===== src/rtl/spi_target_pkg.sv =====
// Shared types and constants for the SPI target controller.
package spi_target_pkg;

  localparam int CTRL_WIDTH = 2;

  typedef enum logic [1:0] {
    WR_ADDR = 2'b00,
    WR_DATA = 2'b01,
    RD_ADDR = 2'b10,
    RD_DATA = 2'b11
  } ctrl_e;

  typedef enum logic [1:0] {
    IDLE,
    CTRL,
    PAY_RX,
    PAY_TX
  } state_e;

endpackage


===== src/rtl/spi_edge_sync.sv =====
// Synchronises the async SPI pins into clk and turns sclk transitions into
// single-cycle sample/shift strobes for the configured SPI mode.
module spi_edge_sync #(
  parameter int CPOL        = 0,
  parameter int CPHA        = 0,
  parameter int SYNC_STAGES = 2
) (
  input  logic clk,
  input  logic rst,
  input  logic sclk,
  input  logic ss_n,
  input  logic mosi,
  output logic sample_stb,
  output logic shift_stb,
  output logic ss_n_sync,
  output logic mosi_sync,
  output logic sync_live
);

  localparam logic IDLE_SCLK = 1'(CPOL);

  logic [SYNC_STAGES-1:0] sclk_q;
  logic [SYNC_STAGES-1:0] ss_q;
  logic [SYNC_STAGES-1:0] mosi_q;
  logic [SYNC_STAGES-1:0] live_q;
  logic                   sclk_d;
  logic                   rise;
  logic                   fall;
  logic                   leading;
  logic                   trailing;

  always_ff @(posedge clk) begin
    if (rst) begin
      sclk_q <= {SYNC_STAGES{IDLE_SCLK}};
      ss_q   <= '1;
      mosi_q <= '0;
      live_q <= '0;
      sclk_d <= IDLE_SCLK;
    end else begin
      sclk_q <= {sclk_q[SYNC_STAGES-2:0], sclk};
      ss_q   <= {ss_q[SYNC_STAGES-2:0], ss_n};
      mosi_q <= {mosi_q[SYNC_STAGES-2:0], mosi};
      // live_q fills in lockstep with the chains: once set, ss_n_sync is a real pin sample
      live_q <= {live_q[SYNC_STAGES-2:0], 1'b1};
      sclk_d <= sclk_q[SYNC_STAGES-1];
    end
  end

  always_comb begin
    rise       = sclk_q[SYNC_STAGES-1] & ~sclk_d;
    fall       = ~sclk_q[SYNC_STAGES-1] & sclk_d;
    leading    = IDLE_SCLK ? fall : rise;
    trailing   = IDLE_SCLK ? rise : fall;
    sample_stb = (CPHA != 0) ? trailing : leading;
    shift_stb  = (CPHA != 0) ? leading : trailing;
    ss_n_sync  = ss_q[SYNC_STAGES-1];
    mosi_sync  = mosi_q[SYNC_STAGES-1];
    sync_live  = live_q[SYNC_STAGES-1];
  end

endmodule


===== src/rtl/spi_target_ctrl.sv =====
// SPI target: 2-bit control prefix, then a write payload to the rx stream or
// a read payload served from tx_data, with overrun/underrun/framing status.
module spi_target_ctrl
  import spi_target_pkg::*;
#(
  parameter int FRAME_WIDTH = 8,
  parameter int CPOL        = 0,
  parameter int CPHA        = 0,
  parameter int SYNC_STAGES = 2
) (
  input  logic                              clk,
  input  logic                              rst,
  input  logic                              sclk,
  input  logic                              ss_n,
  input  logic                              mosi,
  output logic                              miso,
  output logic                              miso_oe,
  output logic                              rx_valid,
  input  logic                              rx_ready,
  output logic [FRAME_WIDTH+CTRL_WIDTH-1:0] rx_data,
  input  logic                              tx_valid,
  input  logic [FRAME_WIDTH-1:0]            tx_data,
  output logic                              tx_ack,
  output logic                              overrun,
  output logic                              underrun,
  output logic                              frame_err
);

  localparam int CW = $clog2(FRAME_WIDTH + 1);

  logic                   sample_stb;
  logic                   shift_stb;
  logic                   ss_n_sync;
  logic                   mosi_sync;
  logic                   sync_live;
  state_e                 state;
  logic [CW-1:0]          cnt;
  logic [CTRL_WIDTH-1:0]  ctrl;
  logic [CTRL_WIDTH-1:0]  ctrl_next;
  logic [FRAME_WIDTH-1:0] shreg;
  logic [FRAME_WIDTH-1:0] rx_word;
  logic                   last_bit;
  logic                   tx_started;
  logic                   armed;

  spi_edge_sync #(
    .CPOL        (CPOL),
    .CPHA        (CPHA),
    .SYNC_STAGES (SYNC_STAGES)
  ) u_sync (
    .clk        (clk),
    .rst        (rst),
    .sclk       (sclk),
    .ss_n       (ss_n),
    .mosi       (mosi),
    .sample_stb (sample_stb),
    .shift_stb  (shift_stb),
    .ss_n_sync  (ss_n_sync),
    .mosi_sync  (mosi_sync),
    .sync_live  (sync_live)
  );

  always_comb begin
    ctrl_next = {ctrl[CTRL_WIDTH-2:0], mosi_sync};
    rx_word   = {shreg[FRAME_WIDTH-2:0], mosi_sync};
    last_bit  = (cnt == CW'(FRAME_WIDTH - 1));
  end

  always_ff @(posedge clk) begin
    if (rst) begin
      state      <= IDLE;
      cnt        <= '0;
      ctrl       <= '0;
      shreg      <= '0;
      tx_started <= 1'b0;
      armed      <= 1'b0;
      miso       <= 1'b0;
      miso_oe    <= 1'b0;
      rx_valid   <= 1'b0;
      rx_data    <= '0;
      tx_ack     <= 1'b0;
      overrun    <= 1'b0;
      underrun   <= 1'b0;
      frame_err  <= 1'b0;
    end else begin
      tx_ack    <= 1'b0;
      overrun   <= 1'b0;
      underrun  <= 1'b0;
      frame_err <= 1'b0;
      miso_oe   <= ~ss_n_sync;
      if (rx_valid && rx_ready) rx_valid <= 1'b0;
      // Arming needs a genuine high select so a select held low across reset is ignored
      if (ss_n_sync && sync_live) armed <= 1'b1;

      if (ss_n_sync && state != IDLE) begin
        if (cnt != '0) frame_err <= 1'b1;
        state      <= IDLE;
        cnt        <= '0;
        shreg      <= '0;
        miso       <= 1'b0;
        tx_started <= 1'b0;
      end else begin
        case (state)
          IDLE: begin
            if (!ss_n_sync && armed) begin
              state <= CTRL;
              cnt   <= '0;
            end
          end
          CTRL: begin
            if (sample_stb) begin
              ctrl <= ctrl_next;
              if (cnt == CW'(CTRL_WIDTH - 1)) begin
                cnt        <= '0;
                tx_started <= 1'b0;
                state      <= (ctrl_next == RD_DATA) ? PAY_TX : PAY_RX;
              end else begin
                cnt <= cnt + 1'b1;
              end
            end
          end
          PAY_RX: begin
            if (sample_stb) begin
              shreg <= rx_word;
              if (last_bit) begin
                cnt   <= '0;
                shreg <= '0;
                state <= CTRL;
                if (!rx_valid || rx_ready) begin
                  rx_valid <= 1'b1;
                  rx_data  <= {ctrl, rx_word};
                end else begin
                  overrun <= 1'b1;
                end
              end else begin
                cnt <= cnt + 1'b1;
              end
            end
          end
          PAY_TX: begin
            // Bits are driven on shift edges but counted on sample edges, so the
            // last bit stays on miso until the host has actually sampled it.
            if (shift_stb) begin
              if (!tx_started) begin
                tx_started <= 1'b1;
                if (tx_valid) begin
                  shreg  <= tx_data;
                  miso   <= tx_data[FRAME_WIDTH-1];
                  tx_ack <= 1'b1;
                end else begin
                  shreg    <= '0;
                  miso     <= 1'b0;
                  underrun <= 1'b1;
                end
              end else begin
                miso  <= shreg[FRAME_WIDTH-2];
                shreg <= {shreg[FRAME_WIDTH-2:0], 1'b0};
              end
            end
            if (sample_stb) begin
              if (last_bit) begin
                cnt        <= '0;
                miso       <= 1'b0;
                tx_started <= 1'b0;
                state      <= CTRL;
              end else begin
                cnt <= cnt + 1'b1;
              end
            end
          end
          default: state <= IDLE;
        endcase
      end
    end
  end

endmodule


===== config.mk =====
export PLATFORM = sky130hd
export DESIGN_NAME = spi_target_ctrl
export DESIGN_NICKNAME = d
export VERILOG_FILES = /design/src/rtl/spi_target_pkg.sv /design/src/rtl/spi_edge_sync.sv /design/src/rtl/spi_target_ctrl.sv
export SDC_FILE = /design/constraint.sdc
export NUM_CORES = 1
export LEC_CHECK = 0
export CAP_MARGIN = 10
export CORE_ASPECT_RATIO = 0.7
export CORE_MARGIN = 4
export CORE_UTILIZATION = 50
export DETAILED_ROUTE_END_ITERATION = 12
export PLACE_DENSITY = 0.73
export SYNTH_ARGS = -nofsm -noshare
export SYNTH_HDL_FRONTEND = slang
export SYNTH_SLANG_ARGS = --single-unit

===== constraint.sdc =====
create_clock -name clk -period 2.6 [get_ports clk]
set_input_delay 0.52 -clock clk [delete_from_list [all_inputs] [get_ports clk]]
set_output_delay 0.52 -clock clk [all_outputs]
set_load 0.01 [all_outputs]

# == Yosys cells after proc, flatten, opt, wreduce, memory -nomap -nowiden ==
# Index checks and enable logic that the tools add are counted.
# word_totals
regBits,43
in_bits,15
output_inout_bits,17
word_cells,109
# op_classes
add_sub_neg,1
eq_ne,13
n_mux,41
bitwise,11
n_reduce_logical,23
# ops
op,n
2-to-1 mux 7 bit,5
2-to-1 mux 1 bit,22
2-to-1 mux 4 bit,5
one-hot mux 7 bit (2 select lines),1
one-hot mux 4 bit (3 select lines),1
AND reduction 3 bit,4
2-to-1 mux 2 bit,5
inequality test 2 bit (second input constant),5
AND reduction 5 bit,2
OR reduction 5 bit,2
inverter 1 bit,9
== test 2 bit (second input constant),3
one-hot mux 2 bit (3 select lines),1
nonzero test 2 bit,3
OR reduction 2 bit,3
adder 4 x 1 -> 4 bit (second input constant),1
== test 4 x 1 -> 1 bit (second input constant),1
== test 4 x 3 -> 1 bit (second input constant),1
logical AND 1 bit,4
inequality test 2 x 1 -> 1 bit (second input constant),2
nonzero test 4 bit,1
bitwise AND 1 bit,2
== test 2 x 1 -> 1 bit (second input constant),1
zero test 1 bit,2
3 further kinds,3

# == Logic depth before layout (Yosys ltp) ==
# Gate-level depths: netlist (run 1).
# logic_depth
ltp_word,7
mapped_depth,7
ltp_nobuf,6

# == Cells and area by module ==
# From an unflattened synthesis (run 1), not the netlist that was laid out.
# hier_totals
hier_cells,177
hier_area_um2,1796.7
# by_module_without_submodules
module,n_inst,cells_each,area_each_um2,seq_area_each_um2
spi_target_ctrl,1,157,1550.2,680.7
spi_edge_sync,1,20,246.5,180.2

# == Worst setup path before layout (run 1) ==
# Ideal clock, no wire load.
# synth_path
path_kind,register to register
start,reg cnt[0]
end,reg rx_data[0]
setup_ns,0.072
t_arrival_ns,1.641
required_ns,2.528
slack_ns,0.887
stages_incl_launch_ff,7
n_path_buf,1
synth_period_minus_slack_ns,1.713
path_cell_list,dfxtp_1 ha_1 nand3b_4 or4_4 nor3b_2 buf_6 mux2i_1
# synth_via
elab_chain_len,2
# synth_rtl
element,line,rtl
"start, declared",spi_target_ctrl.sv:37,logic [CW-1:0] cnt;
"start signal, assigned",spi_target_ctrl.sv:118,cnt <= cnt + 1'b1;
"start signal, assigned",spi_target_ctrl.sv:136,cnt <= cnt + 1'b1;
"start signal, assigned",spi_target_ctrl.sv:167,cnt <= cnt + 1'b1;
== test 4 x 3 -> 1 bit,spi_target_ctrl.sv:66,last_bit = (cnt == CW'(FRAME_WIDTH - 1));
AND reduction 5 bit (no source line),n/a,
"end signal, assigned",spi_target_ctrl.sv:131,"rx_data <= {ctrl, rx_word};"
"end, declared",spi_target_ctrl.sv:20,"output logic [FRAME_WIDTH+CTRL_WIDTH-1:0] rx_data,"
# No other way between the ends.
# A chain may end at the register's enable or synchronous reset.

# == Final worst setup path (run 1) ==
# layout_path
start,reg cnt[0]
end,reg rx_data[7]
# The elaborated chain is that of the path after synthesis.

==> results of run 1 <==
[cells by family after synthesis]
group                    synth area share [%]
AO/OA/AOI/OAI                           10.81
adder cells (fa/ha/maj)                 2.066
buffers and inverters                   3.925
flip-flops                              47.38
multiplexers                            7.232
AND/OR/NAND/NOR                         28.58
[worst max-delay path, delay by kind of cell (launching register included)]
kind	cells	cell delay [ns]
mux	1	0.22
fa+ha+maj	1	0.27
buf+inv	1	0.24
simple gates	3	0.73
flops	1	0.41
[sequential cells by signal, indices dropped and copies added (netlist names)]
name and count:
armed 1, cnt 4, ctrl 2, frame_err 1, miso 1, miso_oe 1, overrun 1, rx_data 10
rx_valid 1, shreg 7, state 2, tx_ack 1, tx_started 1, u_sync.live_q 2, u_sync.mosi_q 2, u_sync.sclk_d 1
u_sync.sclk_q 2, u_sync.ss_q 2, underrun 1
[cell type report]
type / count / area [um2] / area share, %
repair buffers: 34 / 332.8 / 14.75
well taps: 50 / 62.56 / 2.773
multi-input cells: 132 / 884.6 / 39.21
flip-flops and latches: 43 / 860.8 / 38.16
clock buffers: 8 / 100.1 / 4.437
inverters: 4 / 15.01 / 0.6656
[placed cells by master (no fill, tap or decap), types with 2 or more instances in the layout]
cell type,Yosys,layout
mux2i_1,12,12
a21oi_1,7,7
ha_1,3,3
inv_1,4,4
o21ai_0,2,2
clkdlybuf4s50_1,0,31
nand2b_1,2,2
or2_2,3,3
nand4_1,3,3
nand2_1,27,27
a211oi_1,3,3
dfxtp_1,43,43
a31oi_1,2,2
nor2_1,16,16
o21a_1,2,2
nor3b_1,3,3
nand3_1,3,3
nor3_1,9,9
nor4b_1,2,2
clkbuf_8,0,7
or3b_2,2,2
nor3b_2,2,2
a221oi_1,6,6
nor2b_1,7,7
buf_4,1,3
[worst max-delay path by stage]
| stage | to | from | slack (ns) | depth (start not counted) |
|---|---|---|---|---|
| after floorplan | rx_data[0]$_SDFFE_PP0P_ | cnt[0]$_SDFFE_PP0P_ | 0.89 | 6 |
| after global routing | rx_data[0]$_SDFFE_PP0P_ | state[1]$_SDFFE_PP0P_ | 0.53 | 5 |
| after CTS | rx_data[0]$_SDFFE_PP0P_ | cnt[0]$_SDFFE_PP0P_ | 0.65 | 6 |
| after global placement | shreg[0]$_SDFFE_PP0P_ | tx_valid | 0.74 | 4 |
| final | rx_data[7]$_SDFFE_PP0P_ | cnt[0]$_SDFFE_PP0P_ | 0.65 | 6 |
| after detailed placement | shreg[5]$_SDFFE_PP0P_ | tx_valid | 0.63 | 4 |
[synthesized netlist by cell type (2+ instances only)]
library cell,count,share of area (%)
buf_6,2,1.2
nor2_1,16,3.3
or3b_2,2,0.96
clkbuf_1,3,0.62
mux2i_1,12,6.6
nor3b_2,2,1.4
o21ai_0,2,0.55
nand2_1,27,5.6
nor4b_1,2,0.96
a21oi_1,7,1.9
nor3b_1,3,1.2
a221oi_1,6,2.9
ha_1,3,2.1
a211oi_1,3,1.2
a31oi_1,2,0.69
nor2b_1,7,2.4
nor3_1,9,2.5
o21a_1,2,0.83
nand4_1,3,1.0
dfxtp_1,43,47
nand2b_1,2,0.69
buf_2,3,0.83
inv_1,4,0.83
nand3_1,3,0.83
or2_2,3,1.0
[metrics by stage]
| stage | cells | setup slack (ns) | hold WS, ns |
|---|---|---|---|
| floorplan | 188 | 0.8873 | 0.3895 |
| global placement | 263 | 0.7404 | 0.4014 |
| detailed placement | 263 | 0.6270 | 0.4043 |
| CTS | 271 | 0.6471 | 0.4267 |
| global route | 271 | 0.5266 | 0.4592 |
| finish | 271 | 0.6535 | 0.4287 |
[where the power goes]
part	internal, mW	switching (mW)	total [mW]
clock network	0.242	0.214	0.456
logic	0.0313	0.0255	0.0567
registers	0.666	0.00736	0.674
[per-layer routing]
metal	global-route usage [%]	vias to the layer above
met2	30.42	39
met4	7.952	0
li1	-	725
met1	24.47	696
met3	5.657	7
met5	0	-
==> results.md, run 1 <==
- Outcome: finished, final reports clean
- Cell area after synthesis: 1817 um2
- Syn nets: 206
- I/O Buffers: 31
- Post-route cell area: 2256 um2
- Clock-pin slew on the worst setup and hold paths: 0.08 ns
- Routed WL per cell: 14.86 um
- Synth-to-Final Area Change: 24.17%
- Worst Hold Path EP: u_sync.ss_q[1]$_SDFF_PP1_
- I/O pins: 32
- Pre-antenna DRT Iters: 4
- Clk Latency, worst-skew pair: 0.29 ns
- FF-to-FF End: rx_data[7]$_SDFFE_PP0P_
- Dpl hpwl: 2934 um
- Leakage: 0.7754 nW
- Clock buffer count from CTS: 5
- Final Slew Violations: 0
- Crit Path Max Fanout: 10
- Fin crit share: 74.87%
- Share of post-route cells with drive strength above 1: 11.31%
- Synth warnings: 0
- Max incr delay on CP: 0.44 ns
- Hold depth: 1
- EDFF count, synth: 0
- Routed wl met2: 1826 um
- Startpoint type of the worst setup path: register
- Drt total wl: 4027 um
- First-pass GRT wire length: 6837 um
- Antenna-violating nets left: 0
- Initial DRC count: 102
- Skew final: 0.004417 ns
- Worst setup EP type: register
- CTS root buffer: clkbuf_8
- Sequential element share of the synthesized area: 47.38%
- Placeable Area: 3513 um2
- Hold Startpoint: u_sync.ss_q[0]$_SDFF_PP1_
- Crit-path cells: ha_1 > nand3b_4 > or4_4 > nor3b_2 > buf_4 > mux2i_1
- Vias per inst: 5.413
- Syn Inst Count: 188
- Setup slack, reg-to-reg: 0.65 ns
- Filler cell count: 308
- CP Class: reg -> reg
- Clock tree from TritonCTS: done
- Routability congestion estimate: 0.7889
- Die Ht: 58.43 um
- Ys flop type: dfxtp_1
- Tot Pwr: 1.187 mW
- Setup TNS: 0 ns
- Fin util: 64.21%
- Worst EP required: 2.82 ns
- Ys async rst share: 0%
- CTS Buffer Depth: 2
- Clock sinks: 43
- Gr usage total: 19.13%
- Max VDD drop: 0.0003287 V
- Mean post-synth cell area: 9.664 um2
- Seq cells post-synth: 43
- Vias in the first global route: 1,427
- Top sig layer: met4
- Initial Utilization: 51.71%
- Slew at the pin with the worst max-slew slack: 0.6495 ns
- GRT overflow: 0
- Rows: 18
- Die area: 4677 um2
- Antenna Cells: 0
- RSZ-0062 raised after global routing: false
- Final net count: 238
- Max-cap violations: 0
- Die Width: 80.05 um
- Minimum clock period after layout: 1.946 ns
- Reg2reg path depth: 6
- Worst path slowest cell: or4_4
- # hold bufs at CTS: 0
- Hold Path Class: reg -> reg
- Routed wl met3: 226 um
- Worst Path Arrival: 2.17 ns
- Vias: 1,467
- DR DRC count: 0
- Largest net degree at the start of global routing: 22
- Post-CTS Setup Inserts: 0
- Synth cell types: 42
- Final hold vios: 0
- Reg-to-reg startpoint: cnt[0]$_SDFFE_PP0P_
- Power Dens Cells: 526.1 nW/um2
- Number of setup violations in the final report: 0
- Met1 wire length: 1907 um
- Placed instance area: 2156 um2
- Post-CTS Resized: 0
- H-tree levels: 2
- Max-slew headroom: 56.24%
- Max frequency: 513.7 MHz
- Initial antenna violation count: 0
Note: power is estimated with default switching activity, not from simulation.
==> run 2: changes to the inputs <==
- clock period: 2.6 -> 1.8 ns (I/O delays scaled with it)
==> results.md, run 2 (synthesized netlist as in run 1, its figures left out) <==
- Max-cap violations: 0 (unchanged)
- Crit Path Max Fanout: 5 (was 10)
- CP Class: reg -> reg (unchanged)
- Outcome: finished, final reports clean (unchanged)
- Sequential cell area: 865.8 um2 (was 860.8 um2)
- Routability congestion estimate: 0.8187 (was 0.7889)
- Initial Utilization: 51.71% (unchanged)
- Antenna-violating nets left: 0 (unchanged)
- Power Dens Cells: 737.7 nW/um2 (was 526.1 nW/um2)
- Reg-to-reg startpoint: cnt[0]$_SDFFE_PP0P_ (unchanged)
- Share of post-route cells with drive strength above 1: 18.61% (was 11.31%)
- Tot Pwr: 1.763 mW (was 1.187 mW)
- Post-CTS Setup Inserts: 0 (unchanged)
- Minimum clock period after layout: 1.742 ns (was 1.946 ns)
- Skew final: 0.01140 ns (was 0.004417 ns)
- Initial DRC count: 141 (was 102)
- First-pass GRT wire length: 7189 um (was 6837 um)
- DR DRC count: 0 (unchanged)
- Largest net degree at the start of global routing: 22 (unchanged)
- Max-slew headroom: 57.07% (was 56.24%)
- Area occupied by multi-input gates: 924.6 um2 (was 884.6 um2)
- Worst EP required: 2.01 ns (was 2.82 ns)
- Commonest non-fill, non-tap cells in the layout: 39 x dfxtp_1, 31 x clkdlybuf4s50_1, 27 x nand2_1 (was 43 x dfxtp_1, 31 x clkdlybuf4s50_1, 27 x nand2_1)
- Max VDD drop: 0.0004781 V (was 0.0003287 V)
- Clk Latency, worst-skew pair: 0.29 ns (about the same)
- GRT overflow: 0 (unchanged)
- WHS: 0.4194 ns (was 0.4287 ns)
- Clock tree from TritonCTS: done (unchanged)
- Die Ht: 58.43 um (unchanged)
- Vias: 1,544 (was 1,467)
- Placeable Area: 3513 um2 (unchanged)
- Register bank with the most flops: rx_data (unchanged)
- Antenna Cells: 0 (unchanged)
- Synth-to-Final Area Change: 31.54% (was 24.17%)
- Leakage: 0.8378 nW (was 0.7754 nW)
- Slew at the pin with the worst max-slew slack: 0.6359 ns (was 0.6495 ns)
- Gr usage total: 20.03% (was 19.13%)
- Routed WL per cell: 15.67 um (was 14.86 um)
- Fin crit share: 96.79% (was 74.87%)
- Startpoint type of the worst setup path: register (unchanged)
- Worst setup EP type: register (unchanged)
- Clock sinks: 43 (unchanged)
- Crit path launch: cnt[0]$_SDFFE_PP0P_ (unchanged)
- Die area: 4677 um2 (unchanged)
- Vias in the first global route: 1,478 (was 1,427)
- Most common cell after layout, fill and taps aside: dfxtp_1 (unchanged)
- Worst Path Arrival: 1.95 ns (was 2.17 ns)
- Rows: 18 (unchanged)
- Die Width: 80.05 um (unchanged)
- H-tree levels: 2 (unchanged)
- Vias per inst: 5.495 (was 5.413)
- Largest register FFs: 10 (unchanged)
- Clock-pin slew on the worst setup and hold paths: 0.07 ns (was 0.08 ns)
- Final net count: 249 (was 238)
- Dpl hpwl: 3144 um (was 2934 um)
- Setup TNS: 0 ns (unchanged)
- Final hold vios: 0 (unchanged)
- Biggest regs: rx_data: 10 flops, shreg: 7 flops, cnt: 4 flops (unchanged)
- Max frequency: 574.0 MHz (was 513.7 MHz)
- Hold Path Class: reg -> reg (unchanged)
- Clock buffer count from CTS: 5 (unchanged)
- Drt total wl: 4403 um (was 4027 um)
- Initial antenna violation count: 0 (unchanged)
- Final Slew Violations: 0 (unchanged)
- Hold Startpoint: u_sync.ss_q[0]$_SDFF_PP1_ (unchanged)
- Pre-antenna DRT Iters: 4 (unchanged)
- CTS root buffer: clkbuf_8 (unchanged)
- CTS Buffer Depth: 2 (unchanged)
- Number of setup violations in the final report: 0 (unchanged)
- I/O Buffers: 31 (unchanged)
- Filler cell count: 284 (was 308)
- I/O pins: 32 (unchanged)
-- run 2: cell types whose count changed in the layout (fill, tap and decap cells not counted), moves of 2 or more --
cell	delta
clkbuf_8	-2
buf_4	+10
dfxtp_1	-4
dfxtp_2	+4
-- run 2: worst max-delay path, stage by stage, from the launching register on --
cell,delay (ns)
dfxtp_2,0.35
ha_4,0.15
nand3b_4,0.08
or4_4,0.46
nor3b_4,0.23
buf_6,0.17
mux2i_2,0.22
-- run 2: final cells by class --
| class | instances | share of cell area [%] |
|---|---|---|
| multi-input cells | 132 | 38.69 |
| flip-flops and latches | 43 | 36.23 |
| repair buffers | 45 | 17.54 |
| clock buffers | 6 | 3.037 |
| well taps | 50 | 2.618 |
| clock inverters | 1 | 1.257 |
| inverters | 4 | 0.6283 |
-- run 2: path summary, 6_finish.rpt --
path	end	slack, ns	depth (start not counted)
setup reg to reg	rx_data[5]$_SDFFE_PP0P_	0.06	6
hold / removal	u_sync.ss_q[1]$_SDFF_PP1_	0.42	1
setup / recovery	rx_data[5]$_SDFFE_PP0P_	0.06	6
hold reg to reg	u_sync.ss_q[1]$_SDFF_PP1_	0.42	1
-- run 2: repair_timing --
| action | in CTS | in global routing |
|---|---|---|
| setup endpoints to repair | 2 | 19 |
| gates cloned | 0 | 1 |
| resized for setup | 2 | 13 |
| hold buffers | 0 | 0 |
-- run 2: metrics by stage --
stage / std cells / util [%] / setup slack [ns] / instance area [um2]
detailed placement: 273 / 63.50 / -0.03214 / 2231
CTS: 280 / 66.60 / -0.008817 / 2340
global placement: 273 / 63.50 / 0.04522 / 2231
global route: 281 / 68.02 / -0.003300 / 2390
floorplan: 188 / - / 0.08726 / 1817
finish: 281 / 68.02 / 0.05786 / 2390
-- run 2: power breakdown --
group          internal [mW]  switching (mW)
registers              0.963          0.0108
logic                 0.0473          0.0392
clock network          0.407           0.296
-- run 2: per-layer routing --
layer	track usage (%)	wire length (um)	part of all wire (%)	up-vias
met5	0	0	0	-
met2	32.19	2108	48	50
met3	5.046	272	6.2	5
met1	26.92	1987	45	739
li1	-	-	-	750
met4	5.783	34	0.77	0
